--- src/rtl/decode_stage.sv ---
`timescale 1ns/1ps
// decode_stage: registered instruction-decode pipeline stage.
// Splits a raw instruction word into opcode, register addresses, shift
// amount, extended immediate and jump address, tags it with an instruction
// class and an illegal flag, and buffers up to two decoded entries (output
// register plus skid register) so a full-rate stream survives backpressure.
//
// Ports:
//   clk, reset (sync, active-high), flush (sync discard of buffered entries)
//   in_valid / in_ready / in_instr        : upstream handshake and raw word
//   out_valid / out_ready                 : downstream handshake
//   out_opcode, out_class, out_illegal    : decode tag
//   out_dest, out_op1, out_op2, out_shamt : register-format fields
//   out_imm, out_addr                     : extended immediate, jump address
//   illegal_cnt                           : saturating count of accepted illegal words
module decode_stage #(
    parameter int               IW       = 16,
    parameter int               OPW      = 4,
    parameter int               RAW      = 3,
    parameter int               ADW      = 9,
    parameter logic [2**OPW-1:0] R_MASK  = 16'h001F,
    parameter logic [2**OPW-1:0] I_MASK  = 16'hC1E0,
    parameter logic [2**OPW-1:0] J_MASK  = 16'h0200,
    parameter bit               SEXT_IMM = 1'b1,
    parameter int               CNTW     = 8
) (
    input  logic                    clk,
    input  logic                    reset,
    input  logic                    flush,
    input  logic                    in_valid,
    output logic                    in_ready,
    input  logic [IW-1:0]           in_instr,
    output logic                    out_valid,
    input  logic                    out_ready,
    output logic [OPW-1:0]          out_opcode,
    output logic [1:0]              out_class,
    output logic                    out_illegal,
    output logic [RAW-1:0]          out_dest,
    output logic [RAW-1:0]          out_op1,
    output logic [RAW-1:0]          out_op2,
    output logic [IW-OPW-3*RAW-1:0] out_shamt,
    output logic [IW-1:0]           out_imm,
    output logic [ADW-1:0]          out_addr,
    output logic [CNTW-1:0]         illegal_cnt
);

    localparam int SHW = IW - OPW - 3 * RAW;            // shift-amount width
    localparam int CW  = IW - OPW - 2 * RAW;            // raw constant width
    localparam int EW  = OPW + 3 + 3 * RAW + SHW + IW + ADW;
    localparam logic [CNTW-1:0] CNT_MAX = {CNTW{1'b1}};

    localparam logic [1:0] CLASS_ILL = 2'b00;
    localparam logic [1:0] CLASS_R   = 2'b01;
    localparam logic [1:0] CLASS_I   = 2'b10;
    localparam logic [1:0] CLASS_J   = 2'b11;

    logic [OPW-1:0] dec_opcode_s;
    logic [1:0]     dec_class_s;
    logic           dec_illegal_s;
    logic [RAW-1:0] dec_dest_s, dec_op1_s, dec_op2_s;
    logic [SHW-1:0] dec_shamt_s;
    logic [IW-1:0]  dec_imm_s;
    logic [ADW-1:0] dec_addr_s;
    logic [CW-1:0]  const_s;
    logic [IW-1:0]  imm_ext_s;
    logic [EW-1:0]  dec_entry_s;

    logic [EW-1:0]   main_d, main_q;
    logic [EW-1:0]   skid_d, skid_q;
    logic            out_valid_d, out_valid_q;
    logic            in_ready_d, in_ready_q;   // low exactly while the skid register holds an entry
    logic [CNTW-1:0] illegal_cnt_d, illegal_cnt_q;
    logic            accept_s, drain_s;

    // Field extraction, immediate extension and class decode of the incoming word.
    always_comb begin
        const_s = in_instr[IW-1:OPW+2*RAW];
        if (SEXT_IMM) begin
            imm_ext_s = {{(IW-CW){const_s[CW-1]}}, const_s};
        end else begin
            imm_ext_s = {{(IW-CW){1'b0}}, const_s};
        end

        dec_opcode_s  = in_instr[OPW-1:0];
        dec_class_s   = CLASS_ILL;
        dec_illegal_s = 1'b0;
        dec_dest_s    = '0;
        dec_op1_s     = '0;
        dec_op2_s     = '0;
        dec_shamt_s   = '0;
        dec_imm_s     = '0;
        dec_addr_s    = '0;

        // Overlapping masks resolve R before I before J; fields a class
        // does not use stay zero so nothing leaks from an earlier word.
        if (R_MASK[dec_opcode_s]) begin
            dec_class_s = CLASS_R;
            dec_dest_s  = in_instr[OPW+RAW-1:OPW];
            dec_op1_s   = in_instr[OPW+2*RAW-1:OPW+RAW];
            dec_op2_s   = in_instr[OPW+3*RAW-1:OPW+2*RAW];
            dec_shamt_s = in_instr[IW-1:OPW+3*RAW];
        end else if (I_MASK[dec_opcode_s]) begin
            dec_class_s = CLASS_I;
            dec_dest_s  = in_instr[OPW+RAW-1:OPW];
            dec_op1_s   = in_instr[OPW+2*RAW-1:OPW+RAW];
            dec_imm_s   = imm_ext_s;
        end else if (J_MASK[dec_opcode_s]) begin
            dec_class_s = CLASS_J;
            dec_addr_s  = in_instr[OPW+ADW-1:OPW];
        end else begin
            dec_class_s   = CLASS_ILL;
            dec_illegal_s = 1'b1;
        end

        dec_entry_s = {dec_opcode_s, dec_class_s, dec_illegal_s, dec_dest_s, dec_op1_s,
                       dec_op2_s, dec_shamt_s, dec_imm_s, dec_addr_s};
    end

    // Buffer control: output register, skid register, ready and illegal counter.
    always_comb begin
        main_d        = main_q;
        skid_d        = skid_q;
        out_valid_d   = out_valid_q;
        in_ready_d    = in_ready_q;
        illegal_cnt_d = illegal_cnt_q;
        accept_s      = in_valid && in_ready_q;
        drain_s       = out_valid_q && out_ready;

        if (flush) begin
            // Flush discards both entries and any same-cycle word; the
            // counter is deliberately left alone.
            out_valid_d = 1'b0;
            in_ready_d  = 1'b1;
        end else begin
            if (!in_ready_q) begin
                // Skid full (main is necessarily full): only a drain moves data.
                if (drain_s) begin
                    main_d     = skid_q;
                    in_ready_d = 1'b1;
                end else begin
                    main_d     = main_q;
                end
            end else if (accept_s) begin
                if (!out_valid_q || drain_s) begin
                    main_d      = dec_entry_s;
                    out_valid_d = 1'b1;
                end else begin
                    skid_d     = dec_entry_s;
                    in_ready_d = 1'b0;
                end
            end else if (drain_s) begin
                out_valid_d = 1'b0;
            end else begin
                out_valid_d = out_valid_q;
            end

            if (accept_s && dec_illegal_s && (illegal_cnt_q != CNT_MAX)) begin
                illegal_cnt_d = illegal_cnt_q + {{(CNTW-1){1'b0}}, 1'b1};
            end else begin
                illegal_cnt_d = illegal_cnt_q;
            end
        end
    end

    // State registers; reset overrides flush and clears every output.
    always_ff @(posedge clk) begin
        if (reset) begin
            main_q        <= '0;
            skid_q        <= '0;
            out_valid_q   <= 1'b0;
            in_ready_q    <= 1'b1;
            illegal_cnt_q <= '0;
        end else begin
            main_q        <= main_d;
            skid_q        <= skid_d;
            out_valid_q   <= out_valid_d;
            in_ready_q    <= in_ready_d;
            illegal_cnt_q <= illegal_cnt_d;
        end
    end

    assign in_ready    = in_ready_q;
    assign out_valid   = out_valid_q;
    assign illegal_cnt = illegal_cnt_q;
    assign {out_opcode, out_class, out_illegal, out_dest, out_op1,
            out_op2, out_shamt, out_imm, out_addr} = main_q;

endmodule
--- config.mk ---
export PLATFORM = sky130hd
export DESIGN_NAME = decode_stage
export DESIGN_NICKNAME = d
export VERILOG_FILES = /design/src/rtl/decode_stage.sv
export SDC_FILE = /design/constraint.sdc
export NUM_CORES = 1
export LEC_CHECK = 0
export ABC_AREA = 1
export CAP_MARGIN = 20
export CELL_PAD_IN_SITES_DETAIL_PLACEMENT = 0
export CELL_PAD_IN_SITES_GLOBAL_PLACEMENT = 1
export CORE_ASPECT_RATIO = 1.25
export CORE_MARGIN = 2
export CORE_UTILIZATION = 32
export CTS_CLUSTER_DIAMETER = 50
export DETAILED_ROUTE_END_ITERATION = 7
export GPL_ROUTABILITY_DRIVEN = 0
export GPL_TIMING_DRIVEN = 0
export HOLD_SLACK_MARGIN = 0.05
export PLACE_DENSITY = 0.86
export SLEW_MARGIN = 10
export SYNTH_ARGS = -nofsm -noshare
export SYNTH_HDL_FRONTEND = slang
export SYNTH_SLANG_ARGS = --single-unit
--- constraint.sdc ---
create_clock -name clk -period 1.4 [get_ports clk]
set_input_delay 0.14 -clock clk [delete_from_list [all_inputs] [get_ports clk]]
set_output_delay 0.14 -clock clk [all_outputs]
set_load 0.05 [all_outputs]
==> summary.txt, run 1 <==
Setup path
  • CP Max Fanout: 3
  • CP startpoint kind: register
  • WP buf/inv: 1
  • WS Path Type: reg2out
  • Slowest cell on crit path: clkdlybuf4s15_1
  • CP Cell Sequence: clkdlybuf4s15_1
  • Critical path's largest stage delay: about 0.52 ns
  • Worst EP required: 1.26 ns
  • CP top delay family: buffers and inverters
  • Setup crit end kind: output pin
  • Crit path DAT: between 1 and 1.5 ns

CTS
  • Clk_lat worst skew: about 0.34 ns
  • Deepest clock path buffer count: 2
  • CTS buffer count: 9
  • CTS root buf: clkbuf_16
  • Clk sinks: 78
  • H-tree Lvls: 3
  • Clock transition at path regs: about 0.06 ns
  • CTS tree: yes

Timing
  • Fin crit share: between 90% and 100%
  • Slew Viols, Final: 0
  • Worst slew pin tran: about 0.54 ns
  • Fmax: between 700 and 800 MHz
  • Final setup viols: 0
  • Setup WS post-layout: about 0.023 ns
  • Hold Fails Final Rpt: 0
  • Minimum clock period: approximately 1.4 ns
  • Final clock skew: between 0.009 and 0.01 ns
  • Total Neg Setup Slack: 0 ns
  • Max-slew headroom: approximately 64%

Finish
  • Layout area overhead: 41.5%
  • Final nets: 621
  • Share of cells above drive strength 1: about 17%
  • # diodes: 0

Drt
  • WL final: 11000 um
  • DRT iter0 DRCs: roughly 220
  • Post-DR wirelength/cell: about 15 um
  • DR vias: 3687
  • Vias per Instance: approximately 5
  • Drt pass-1 iters: 4
  • DRC: 0
  • Antenna Nets Post-Route: 0

Floorplanning
  • Vert. Die Dim: roughly 120 um
  • Initial Util: around a third
  • Core Region: ~11000 um2
  • Die Footprint: 12000 um2
  • IO Pins: 75
  • Die W: ~98 um
  • Cell Rows: 43

Placed design
  • Port buffer count: 73
  • Setup WS pre-CTS: -0.395 ns
  • Hpwl dp: between 7000 and 8000 um

Pwr
  • Maximum VDD drop: 530 uV
  • Seq pwr share: 41.3%
  • Pwr/cell area: 1130 nW/um2
  • Power, Total: about 5.7 mW
  • Clock power frac: between 40% and 50%
  • Net Sw Frac: 28.8%
  • P_leak: about 2.3 nW
  • Sw power: roughly 1.6 mW
  • Gate power share: roughly 17%
  • Power Internal: about 4.0 mW

Global route
  • First-pass GRT wire length: about 17000 um
  • GRT Total Usage: between 10% and 20%
  • Initial antenna violation count: 0
  • Remaining Overflow, GRT: 0
  • Via count of the first global-routing pass: approximately 3500
  • Largest net degree at the start of global routing: 14

Min path
  • HP Class: in2reg

Synthesis
  • Adder-cell share of the synthesized area: 0.352%
  • Simple-gate share of the synthesized area: between 20 and 25%
  • Sequential cell area fraction in the yosys report: between 40% and 50%
  • Mapped Cells: between 500 and 600
  • Mean Syn Cell Area: roughly 7 um2
  • Yosys warns: 0
  • Count of different cell masters after synthesis: 26
  • Mux cell area share after synthesis: 0%
  • Synth Area in XOR/XNOR: less than 1%
  • Yosys reg bits: between 70 and 80
  • Yosys top cell area share: between 40% and 50%
  • Compound-Gate Fraction of Synth Area: approximately a fifth
  • Syn nets: 525
  • Async S/R FF share, synth: 0%
  • Most instantiated library cell after synthesis: nand2_1
  • Post-synth EDFFs: 0
  • Mapped Area: around 3600 um2
  • Top post-synthesis cells by area: dfxtp_1, a21oi_1, nand2_1
  • Synth Flop Type: dfxtp_1
  • Area leader, netlist: dfxtp_1
  • Most instantiated cells after synthesis: nand2_1, a21oi_1, dfxtp_1
  • Largest family of logic cells by synthesized area: simple AND/OR/NAND/NOR gates

Run
  • Max-cap viol count: 0

Status
  • Status: completed
## registers in the layout, indices dropped and copies added, names as in the netlist
signal and cells:
main_q 34, skid_q 34, illegal_cnt 8, in_ready 1
out_valid 1
## layout make-up
| cell class | instances | area [um2] |
|---|---|---|
| plain buffers | 42 | 308 |
| clock inverters | 5 | 58.8 |
| inverters | 42 | 179 |
| well taps | 135 | 169 |
| clock buffers | 11 | 243 |
| multi-input cells | 342 | 1690 |
| repair buffers | 84 | 795 |
| fillers | 1113 | 5950 |
| flip-flops and latches | 78 | 1580 |
## placed cells by master (no fill, tap or decap), types with 11 or more instances in the layout
cell type         n
nand2_1          96
a21oi_1          92
dfxtp_1          69
nor2_1           46
o21ai_0          46
inv_1            38
dlygate4sd2_1    32
nand3_1          23
buf_4            21
clkdlybuf4s50_1  16
buf_2            14
clkbuf_16        12
clkbuf_1         11
## cells by family after synthesis
group | after synthesis
XOR/XNOR | 2
buffers and inverters | 84
AND/OR/NAND/NOR | 192
flip-flops | 78
AO/OA/AOI/OAI | 146
adder cells (fa/ha/maj) | 1
## power groups by stage
stage | sequential, mW | combinational, mW | clock [mW]
2_1_floorplan | 2.62 | 0.372 | 0
3_3_place_gp | 2.39 | 0.942 | 0
3_5_place_dp | 2.39 | 0.944 | 0
4_1_cts | 2.34 | 0.897 | 2.38
5_1_grt | 2.35 | 1.04 | 2.49
6_report | 2.34 | 0.974 | 2.36
## worst paths after layout
path,endpoint,from,slack (ns),cells after the start
min reg2reg,skid_q[40],skid_q[40],0.45,2
min,skid_q[40],in_instr[0],0.22,3
max,out_valid,out_valid,0.02,1
max reg2reg,main_q[9],in_ready,0.09,7
## timing repair
item                                    4_1_cts  5_1_grt
endpoints found under the setup margin      101       75
setup buffers                                 0        8
hold buffers                                  0        0
gates cloned                                  0        4
pin swaps                                     0        4
resized for setup                           116       58
## through the flow
step | std cells | utilization [%] | instance area, um2 | hold WS, ns
2_1_floorplan | 503 | - | 3580 | 0.211
3_3_place_gp | 711 | 40.8 | 4480 | 0.434
3_5_place_dp | 711 | 40.8 | 4480 | 0.441
4_1_cts | 727 | 43.1 | 4730 | 0.237
5_1_grt | 739 | 45.8 | 5020 | 0.290
6_report | 739 | 45.8 | 5020 | 0.217
## routing by layer
metal,track usage (%),vias up,part of all wire [%]
li1,-,1842,-
met3,3.73,19,6.5
met4,8.48,0,2.3
met1,22.0,1703,42
met5,0,-,0
met2,30.7,123,49
(Power assumes the default switching activity.)
==> inputs of run 2 (changes only) <==
- CORE_MARGIN: 2 -> 10
- CORE_UTILIZATION: 32 -> 36
- PLACE_DENSITY: 0.86 -> 0.9
- clock period: 1.4 -> 1.35 ns (I/O delays scaled with it)
==> run 2 against run 1 <==
Against the previous run: via count is 2.5% higher; die area grew 19%; clock skew decreased by 0.0030 ns; routed wire length increased by 6.1%; flip-flop and latch count did not move; cell count is 0.81% lower; clock power increased by 12%; utilization up 7.6 points; final area is 2.1% higher; largest cell class unchanged.
==> summary.txt, run 2 (synthesis results as in run 1) <==
Timing
  • Hold Fails Final Rpt: 0 (unchanged)
  • Fin crit share: between 90% and 100%
  • Final setup viols: 0 (unchanged)
  • Slew Viols, Final: 0 (unchanged)
  • Max-slew headroom: 59.3% (-4.8 points)
  • Worst slew pin tran: 0.611 ns (+0.0725 ns)
  • Total Neg Setup Slack: 0 ns (unchanged)
  • Final clock skew: 0.00600 ns (-0.00305 ns)
  • Minimum clock period: between 1 and 1.5 ns
  • Fmax: about 750 MHz
  • RSZ-0062 raised after global routing: true

Finish
  • # diodes: 0 (unchanged)
  • Final nets: 624 (+0.48%)
  • Most common cell after layout, fill and taps aside: nand2_1
  • Layout area overhead: 44.5%
  • Share of cells above drive strength 1: 25.5% (+8.3 points)
  • # fillers: 930 (-16%)
  • Non-Filler Instances: 733 (-0.81%)
  • Most frequent cells in the layout: nand2_1, a21oi_1, dfxtp_1, nor2_1, inv_1

Pwr
  • P_leak: 2.21 nW (-2.8%)
  • Maximum VDD drop: 675 uV (+27%)
  • Pwr/cell area: 1190 nW/um2 (+5.1%)

Drt
  • DRC: 0 (unchanged)
  • Vias per Instance: 5.16 (+3.4%)
  • WL final: 11700 um (+6.1%)
  • DR vias: 3780 (+2.5%)
  • Drt pass-1 iters: 5 (+1)
  • Post-DR wirelength/cell: 16.0 um (+6.9%)
  • Antenna Nets Post-Route: 0 (unchanged)
  • DRT iter0 DRCs: 305 (+37%)

CTS
  • Deepest clock path buffer count: 2 (unchanged)
  • CTS buffer count: 9 (unchanged)
  • H-tree Lvls: 3 (unchanged)
  • CTS root buf: clkbuf_16
  • Clk_lat worst skew: 0.34 ns (about the same)
  • Clk sinks: 78 (unchanged)
  • Clock transition at path regs: 0.06 ns (about the same)
  • CTS tree: yes

Setup path
  • CP top delay family: buffers and inverters
  • Setup crit end kind: output pin
  • WP buf/inv: 1 (unchanged)
  • CP startpoint kind: register
  • Critical path's largest stage delay: 0.53 ns (about the same)
  • CP Cell Sequence: dlygate4sd2_1
  • WS Path Type: reg2out
  • Slowest cell on crit path: dlygate4sd2_1
  • Worst EP required: 1.22 ns (-0.04 ns)
  • Crit path DAT: 1.19 ns (-0.05 ns)
  • CP Max Fanout: 2 (-1)

Floorplanning
  • Die W: 109 um (+11%)
  • Cell Rows: 40 (-7.0%)
  • Initial Util: 37.0% (+4.6 points)
  • Die Footprint: 14300 um2 (+19%)
  • IO Pins: 75 (unchanged)
  • Vert. Die Dim: 131 um (+7.6%)
  • Core Region: 9610 um2 (-12%)

Global route
  • First-pass GRT wire length: 18300 um (+6.3%)
  • Via count of the first global-routing pass: 3582 (+2.5%)
  • GRT Total Usage: 16.3% (-1.8 points)
  • Largest net degree at the start of global routing: 14 (unchanged)
  • Initial antenna violation count: 0 (unchanged)
  • Remaining Overflow, GRT: 0 (unchanged)

Min path
  • HP Class: in2reg

Status
  • Status: completed

Run
  • Max-cap viol count: 0 (unchanged)

Placed design
  • Port buffer count: 73 (unchanged)
  • Hpwl dp: 8190 um (+5.9%)
  • Placed insts: 702 (-1.3%)
## run 2: changes by cell type in the layout (fill, tap and decap cells not counted), sizes merged
cell	before	now
buf	46	52
bufinv	1	2
clkbuf	29	37
clkdlybuf4s15	12	30
clkinv	2	4
clkinvlp	3	2
dlygate4sd2	32	3
inv	41	40
nand3	27	26
## run 2: final timing paths
kind                                  endpoint  cells past startpoint            from  slack, ns
worst min-delay path                 out_valid                      2           flush       0.04
worst max-delay path             out_opcode[1]                      1      main_q[41]       0.03
worst min register to register      skid_q[41]                      2      skid_q[41]       0.45
worst max register to register  illegal_cnt[0]                      7  illegal_cnt[0]       0.05
## run 2: final cells by class
cell class              instances  area, um2  area share, %
repair buffers                 88        790           15.4
well taps                     126        158           3.07
multi-input cells             341       1770           34.5
flip-flops and latches         78       1590           31.0
plain buffers                  42        324           6.31
inverters                      42        176           3.44
clock inverters                 6       83.8           1.63
clock buffers                  10        239           4.66
## run 2: repair_timing
action | CTS | global route
pin swaps | 1 | 8
endpoints found under the setup margin | 123 | 101
hold buffers | 0 | 0
gates cloned | 1 | 1
gates resized for setup | 170 | 98
buffers inserted | 4 | 10
## run 2: metrics by stage
stage / hold WS [ns] / setup WS (ns) / area, um2 / util, % / total power [mW]
5_1_grt: 0.0468 / -0.0409 / 5130 / 53.4 / 6.31
6_report: 0.0400 / 0.0255 / 5130 / 53.4 / 6.09
3_5_place_dp: 0.443 / -0.501 / 4490 / 46.7 / 3.46
4_1_cts: 0.190 / -0.00485 / 4910 / 51.1 / 6.06
2_1_floorplan: 0.203 / 0.000679 / 3600 / - / 3.09
3_3_place_gp: 0.437 / -0.432 / 4490 / 46.7 / 3.45
## run 2: report_power, final
part	switching [mW]	internal (mW)	total, mW
clock network	0.974	1.66	2.64
logic	0.693	0.331	1.02
registers	0.0548	2.37	2.43
## run 2: per-layer routing
layer	vias up	global-route usage, %	share of wire (%)
met2	144	27.8	50
met5	-	0	0
li1	1847	-	-
met3	16	4.02	7.8
met1	1773	18.8	40
met4	0	7.23	2.1
